<file path="config.mk">
export PLATFORM = sky130hd
export DESIGN_NAME = seg_scan_ctrl
export DESIGN_NICKNAME = d
export VERILOG_FILES = /design/src/rtl/seg_scan_ctrl.sv
export SDC_FILE = /design/constraint.sdc
export NUM_CORES = 1
export LEC_CHECK = 0
export CAP_MARGIN = 20
export CORE_MARGIN = 3
export CORE_UTILIZATION = 55
export CTS_CLUSTER_DIAMETER = 150
export DETAILED_ROUTE_END_ITERATION = 7
export GPL_TIMING_DRIVEN = 0
export PLACE_DENSITY_LB_ADDON = 0.25
export SLEW_MARGIN = 20
export SYNTH_ARGS = -nofsm -noshare
export SYNTH_HDL_FRONTEND = slang
export SYNTH_SLANG_ARGS = --single-unit
export TNS_END_PERCENT = 1
</file>
<file path="constraint.sdc">
create_clock -name clk -period 2.45 [get_ports clk]
set_input_delay 0.49 -clock clk [delete_from_list [all_inputs] [get_ports clk]]
set_output_delay 0.49 -clock clk [all_outputs]
set_load 0.01 [all_outputs]
</file>
<file path="src/rtl/seg_scan_ctrl.sv">
// Multiplexed seven-segment scan controller: double-buffered BCD value, per-digit
// blanking gap, one-cold digit enables. Define LZ_BLANK_EN for leading-zero blanking.
module seg_scan_ctrl #(
  parameter int NUM_DIGITS = 6,
  parameter int DWELL      = 50000,
  parameter int BLANK      = 500
) (
  input  logic                    clk,
  input  logic                    rst_n,
  input  logic [4*NUM_DIGITS-1:0] bcd_in,
  input  logic                    bcd_valid,
  output logic                    bcd_ready,
  input  logic [NUM_DIGITS-1:0]   dp_mask,
  output logic [3:0]              bcd_out,
  output logic                    dp_out,
  output logic [NUM_DIGITS-1:0]   dig_en_n,
  output logic                    frame_done
);

  localparam int CW   = (DWELL > 1) ? $clog2(DWELL) : 1;
  localparam int IDXW = (NUM_DIGITS > 1) ? $clog2(NUM_DIGITS) : 1;
  localparam logic [CW-1:0]   LAST_CNT  = CW'(DWELL - 1);
  localparam logic [CW-1:0]   BLANK_CNT = CW'(BLANK);
  localparam logic [IDXW-1:0] LAST_IDX  = IDXW'(NUM_DIGITS - 1);

  typedef enum logic {BLANK_PH, SHOW_PH} phase_e;

  phase_e                  phase_q, phase_d;
  logic [CW-1:0]           cnt_q, cnt_d;
  logic [IDXW-1:0]         idx_q, idx_d;
  logic [4*NUM_DIGITS-1:0] pend_q, pend_d;
  logic [4*NUM_DIGITS-1:0] disp_q, disp_d;
  logic                    pend_full_q, pend_full_d;
  logic                    bcd_ready_q, bcd_ready_d;
  logic [3:0]              bcd_out_q, bcd_out_d;
  logic                    dp_out_q, dp_out_d;
  logic [NUM_DIGITS-1:0]   dig_en_n_q, dig_en_n_d;
  logic                    frame_done_q, frame_done_d;

  logic       wrap;
  logic       xfer;
  logic       commit;
  logic [3:0] nib_sel;
  logic       dp_sel;
  logic       lz_blank;
`ifdef LZ_BLANK_EN
  logic       hi_nonzero;
`endif

  always_comb begin
    wrap   = (cnt_q == LAST_CNT);
    cnt_d  = wrap ? '0 : cnt_q + 1'b1;
    idx_d  = idx_q;
    if (wrap) idx_d = (idx_q == LAST_IDX) ? '0 : idx_q + 1'b1;

    phase_d = phase_q;
    case (phase_q)
      BLANK_PH: if (cnt_d == BLANK_CNT) phase_d = SHOW_PH;
      SHOW_PH:  if (wrap) phase_d = BLANK_PH;
      default:  phase_d = BLANK_PH;
    endcase

    // Commit only at frame end so the display never tears mid-scan.
    xfer        = bcd_valid && bcd_ready_q;
    commit      = frame_done_q && pend_full_q;
    disp_d      = commit ? pend_q : disp_q;
    pend_d      = xfer ? bcd_in : pend_q;
    pend_full_d = commit ? 1'b0 : (xfer ? 1'b1 : pend_full_q);
    bcd_ready_d = !pend_full_d;

    frame_done_d = (idx_d == LAST_IDX) && (cnt_d == LAST_CNT);

    nib_sel = 4'h0;
    dp_sel  = 1'b0;
`ifdef LZ_BLANK_EN
    hi_nonzero = 1'b0;
`endif
    dig_en_n_d = '1;
    for (int k = 0; k < NUM_DIGITS; k++) begin
      if (IDXW'(k) == idx_d) begin
        nib_sel = disp_d[4*k +: 4];
        dp_sel  = dp_mask[k];
        if (phase_d == SHOW_PH) dig_en_n_d[k] = 1'b0;
      end
`ifdef LZ_BLANK_EN
      if ((IDXW'(k) >= idx_d) && (disp_d[4*k +: 4] != 4'h0)) hi_nonzero = 1'b1;
`endif
    end

`ifdef LZ_BLANK_EN
    // Digit 0 always shows so a zero value still displays "0".
    lz_blank = (idx_d != '0) && !hi_nonzero;
`else
    lz_blank = 1'b0;
`endif

    bcd_out_d = bcd_out_q;
    dp_out_d  = dp_out_q;
    if (wrap) begin
      bcd_out_d = lz_blank ? 4'hF : nib_sel;
      dp_out_d  = dp_sel;
    end
  end

  always_ff @(posedge clk or negedge rst_n) begin
    if (!rst_n) begin
      phase_q      <= BLANK_PH;
      cnt_q        <= '0;
      idx_q        <= '0;
      pend_q       <= '0;
      disp_q       <= '0;
      pend_full_q  <= 1'b0;
      bcd_ready_q  <= 1'b1;
      bcd_out_q    <= 4'h0;
      dp_out_q     <= 1'b0;
      dig_en_n_q   <= '1;
      frame_done_q <= 1'b0;
    end else begin
      phase_q      <= phase_d;
      cnt_q        <= cnt_d;
      idx_q        <= idx_d;
      pend_q       <= pend_d;
      disp_q       <= disp_d;
      pend_full_q  <= pend_full_d;
      bcd_ready_q  <= bcd_ready_d;
      bcd_out_q    <= bcd_out_d;
      dp_out_q     <= dp_out_d;
      dig_en_n_q   <= dig_en_n_d;
      frame_done_q <= frame_done_d;
    end
  end

  assign bcd_ready  = bcd_ready_q;
  assign bcd_out    = bcd_out_q;
  assign dp_out     = dp_out_q;
  assign dig_en_n   = dig_en_n_q;
  assign frame_done = frame_done_q;

endmodule

</file>
* Yosys cells after proc, flatten, opt, wreduce, memory -nomap -nowiden *
Index checks and enable logic that the tools add are counted.

cells by class
  add/sub/neg operators = 2
  reductions and logical operators = 5
  multiplexer cells = 28
  equal/unequal tests = 10
  bitwise gates (word level) = 1

operator list
  kind                                                              number
  16-bit == test, second input constant                             2
  24-bit 2-to-1 mux                                                 1
  4-bit 2-to-1 mux                                                  6
  1-bit 2-to-1 mux                                                  17
  16-bit by 1-bit adder with 16-bit output, second input constant   1
  16-bit by 9-bit == test with 1-bit output, second input constant  1
  16-bit 2-to-1 mux                                                 1
  2-bit by 3-bit == test with 1-bit output, first input constant    2
  3-bit == test, first input constant                               2
  3-bit == test, second input constant                              2
  3-bit 2-to-1 mux                                                  2
  3-bit by 1-bit adder with 3-bit output, second input constant     1
  1-bit by 3-bit == test with 1-bit output, first input constant    1
  1-bit logical AND                                                 3
  3-bit zero test                                                   1
  1-bit one-hot mux with 2 select lines                             1
  1-bit zero test                                                   1
  1-bit inverter                                                    1

word-level totals
  bits of input ports = 33
  register bits = 82
  logic and storage cells = 57
  output and inout port bits = 13

* Longest topological paths before layout *
  depth after elaboration = 10
  depth in mapped cells = 7
  mapped depth without buffers = 7

* Least setup slack after synthesis *
No wires, ideal clock.

  kind = reg-to-reg
  start point = reg cnt_q[0]
  end point = reg phase_q
  buffers on the path = 0
  required time = 2386 ps
  cell stages (with the launch flop) = 8
  path slack = 223 ps
  arrival = 2163 ps
  clock period less this slack = 2227 ps
  setup time = 64 ps
  cells stage by stage = dfrtp_1 > ha_1 > nand4_1 > nor4_2 > xor2_1 > or4_1 > a211oi_2 > or2_2

between the ends
  word-level cells in the longest chain between the ends = 5
  elaborated cells on any way between the ends = 7
  those cells by class = add/sub (1); eq/ne (2); mux (4)

ends and longest elaborated chain
  what                                                                        RTL line  text
  start: declaration                                                          29        logic [CW-1:0] cnt_q, cnt_d;
  start signal: assignment                                                    120       cnt_q <= cnt_d;
  16-bit by 1-bit adder with 16-bit output or 16-bit == test (tied branches)  52, 51
  16-bit 2-to-1 mux                                                           52        cnt_d = wrap ? '0 : cnt_q + 1'b1;
  16-bit by 9-bit == test with 1-bit output                                   58        BLANK_PH: if (cnt_d == BLANK_CNT) phase_d = SHOW_PH;
  1-bit 2-to-1 mux                                                            58
  1-bit one-hot mux with 2 select lines (*)                                   57        case (phase_q)
  via phase_d                                                                 28        phase_e phase_q, phase_d;
  end signal: assignment                                                      119       phase_q <= phase_d;
  end: declaration                                                            28

The timed path passes the listed nets; every way through them passes the cells marked *.
A chain may end at the register's enable or synchronous reset.

* Worst setup path in the final report *
  start point = reg cnt_q[5]
  end point = reg dig_en_n_q[3] (netlist: dig_en_n[3])

between the ends
  word-level cells in the longest chain between the ends = 7
  elaborated cells on any way between the ends = 11
  those cells by class = add/sub (1); eq/ne (3); mux (7)

ends and longest elaborated chain
  what                                                                        RTL line  text
  16-bit by 1-bit adder with 16-bit output or 16-bit == test (tied branches)  52, 51
  16-bit 2-to-1 mux                                                           52
  16-bit by 9-bit == test with 1-bit output                                   58
  1-bit 2-to-1 mux                                                            58
  1-bit one-hot mux with 2 select lines                                       57
  1-bit 2-to-1 mux                                                            83        if (phase_d == SHOW_PH) dig_en_n_d[k] = 1'b0;
  1-bit 2-to-1 mux (*)                                                        80        if (IDXW'(k) == idx_d) begin
  via dig_en_n_d[3]                                                           37        logic [NUM_DIGITS-1:0] dig_en_n_q, dig_en_n_d;
  end signal: assignment                                                      128       dig_en_n_q <= dig_en_n_d;
  end: declaration                                                            37

Marked as above.

==> run metrics <==
critical path launch point type register; average via count per standard cell 5.76; Peak VDD IR between 0.2 and 0.3 mV; hold crit path type input pin to asynchronous set/reset pin; total of fill cells in the finished design 464; post-detailed-route wirelength per cell 17.1 um; total global routing track utilization 0.217; worst skew pair latency 0.35 ns; effective utilization at floorplan 0.579; non-filler cells in the finished layout 454; fmax between 400 and 500 MHz; library cell used as clock root buffer clkbuf_8; Worst Path Arrival 2.59 ns; launch point of the critical path cnt_q[5]$_DFF_PN0_; final hold violation count 0; main flop type after synthesis dfrtp_1; htree depth 3; Max clock buf depth 2; reg2reg setup slack 0.1 ns; cell area power density 615 nW/um^2; Reg-to-Reg Start cnt_q[5]$_DFF_PN0_; Worst Skew 0.00922 ns; commonest cells after routing, fill and taps aside dfrtp_1 (75), mux2_2 (47), clkdlybuf4s50_1 (44); number of core rows 29; via count of the routed design approximately 2600; first-pass iteration count of the detailed router 4; number of flops mapped to enable cells by yosys 0; number of remaining DRC errors 0; number of global-route vias before repair 2665; number of antenna violations at the first check in global routing 0; layout-stage area growth over the synthesis result 21.6%; #FFs+latches synth between 80 and 90; Worst Max-Slew Pin Slew 0.564 ns; maximum number of pins on one net before global-route repair 58; share of the cycle needed by the critical path after routing 0.961; TritonCTS buffer count 9; clock slew at reported path FFs 0.08 ns; wire length of the first global-routing pass around 13000 um; NumNets Final 407; critical path capture point type register; mean post-synth cell area 12.0 um^2; Starting DRT DRC Count between 150 and 200; Mapped Cells 313; Core Area 6460 um^2; reported max-cap violation count 0; overall die width 88.5 um; routed wire length around 8000 um; total non-filler cell area in the finished layout 4550 um^2; relative slew slack 0.624; Placed Instance Area between 4000 and 5000 um^2; crit-path max FO 10; number of buffers added to fix hold violations after cts 0; remaining global-route overflow 0; post-synthesis instance area approximately 3700 um^2; die area 7830 um^2; ports placed on the boundary 46; kind of critical path register to register; number of nets produced by synthesis about 350; most common library cell in the layout ignoring fill and taps dfrtp_1; cell count after placement 436; post-detail-place hpwl 5660 um; number of buffers added on ports 45; distinct cell type count of the synthesized netlist 61; required time at the worst-slack endpoint 2.69 ns; status completed; CTS tree done; minimum period implied by the final worst setup slack between 2 and 2.5 ns; number of pins with negative max-slew slack in the final report 0; layout cells sized above 1 0.241; final cell utilization of the core 0.704; proportion of register bits with asynchronous set or reset after synthesis 1.00; post-layout total power 2800 uW; vertical die dimension 88.5 um; RSZ-0062 raised after global routing no; worst hold-check slack approximately 0.034 ns; number of nets with antenna violations after routing 0; Lkg Pwr 0.00202 uW; synth warn 0; total of endpoints with negative setup slack in the final report 0; diode count 0; fraction of the yosys area taken by sequential cells 0.551; Sink Count 82; routability congestion estimate from global placement 0.884
through the flow:
| stage | setup WS [ns] | TNS, ns |
|---|---|---|
| floorplan | 0.223 | 0 |
| global placement | -1.90 | -149.73 |
| detailed placement | -0.136 | -0.777 |
| CTS | 0.00519 | 0 |
| global route | 0.00949 | 0 |
| finish | 0.0952 | 0 |
per-layer routing:
layer  vias up  GRT usage  share of wire
li1       1251          -              -
met1      1295      0.256           0.41
met4         0      0.102          0.029
met3        19     0.0456          0.038
met2        52      0.377           0.53
met5         -          0              0
worst paths after layout:
| check | end | depth (start not counted) |
|---|---|---|
| max | dig_en_n[3]$_DFF_PN1_ | 7 |
| min | pend_q[3]$_DFFE_PN0P_ | 1 |
| max reg2reg | dig_en_n[3]$_DFF_PN1_ | 7 |
| min reg2reg | bcd_out[2]$_DFFE_PN0N_ | 2 |
| max in group asynchronous | dig_en_n[3]$_DFF_PN1_ | 2 |
| min in group clk | bcd_out[2]$_DFFE_PN0N_ | 2 |
cell usage after synthesis (2+ instances only):
cell       number  share of area
dfrtp_1        75           0.50
mux2_2         47           0.14
nand2_1        22          0.022
nor2_1         14          0.014
o21ai_0        14          0.019
nand4_1        11          0.018
nor3_1         10          0.013
inv_1           9         0.0090
clkbuf_1        8         0.0080
dfstp_2         7          0.049
xnor2_1         7          0.016
nand3_1         6         0.0080
xor2_1          6          0.014
buf_2           5         0.0067
a21o_1          4         0.0080
a31oi_1         4         0.0067
and3_1          4         0.0067
and2_1          3         0.0050
mux2i_1         3         0.0080
o211ai_1        3         0.0060
a211oi_1        2         0.0040
a21oi_1         2         0.0027
and4_1          2         0.0047
buf_1           2         0.0020
ha_1            2         0.0067
nand2b_1        2         0.0033
nand4bb_1       2         0.0060
nor2b_1         2         0.0033
o32ai_1         2         0.0047
or2_2           2         0.0033
layout make-up:
class / instances / area (um^2) / area share
Buffer: 17 / 75.1 / 0.0165
Sequential cell: 82 / 2060 / 0.453
Clock buffer: 10 / 128 / 0.0281
Inverter: 9 / 33.8 / 0.00743
Clock inverter: 6 / 58.8 / 0.0129
Tap cell: 77 / 96.3 / 0.0212
Multi-Input combinational cell: 205 / 1610 / 0.353
Timing Repair Buffer: 48 / 490 / 0.108
sequential cells by signal (all words and copies together), names as in the netlist:
register	flops
phase_q	1
bcd_out	4
idx_q	3
cnt_q	16
disp_q	24
pend_full_q	1
frame_done	1
bcd_ready	1
dp_out	1
dig_en_n	6
pend_q	24
critical path: stages (launching register included):
cell	delay, ns
dfrtp_1	0.34
buf_2	0.21
nand4_1	0.22
nor4_4	0.33
xor2_1	0.13
or4_1	0.47
a211oi_4	0.39
o211ai_1	0.15
report_power, final:
part	internal (uW)	switching [uW]	total [uW]
Clock	466	468	934
Combinational	177	80.4	257
Sequential	1520	85.4	1600
Total	2160	634	2800
repair_timing:
action / CTS / global route
pin swaps: 1 / 4
setup endpoints to repair: 7 / 8
buffers inserted: 0 / 2
resized for setup: 3 / 2
kinds of logic after synthesis:
family / share of synthesized area
and+or+nand+nor: 0.135
DFF: 0.551
muxes: 0.153
AOI/OAI and AO/OA: 0.0953
buffers and inverters: 0.0291
xor gates and xnor gates: 0.0304
adders and majority gates: 0.00669
(Power assumes the default switching activity.)
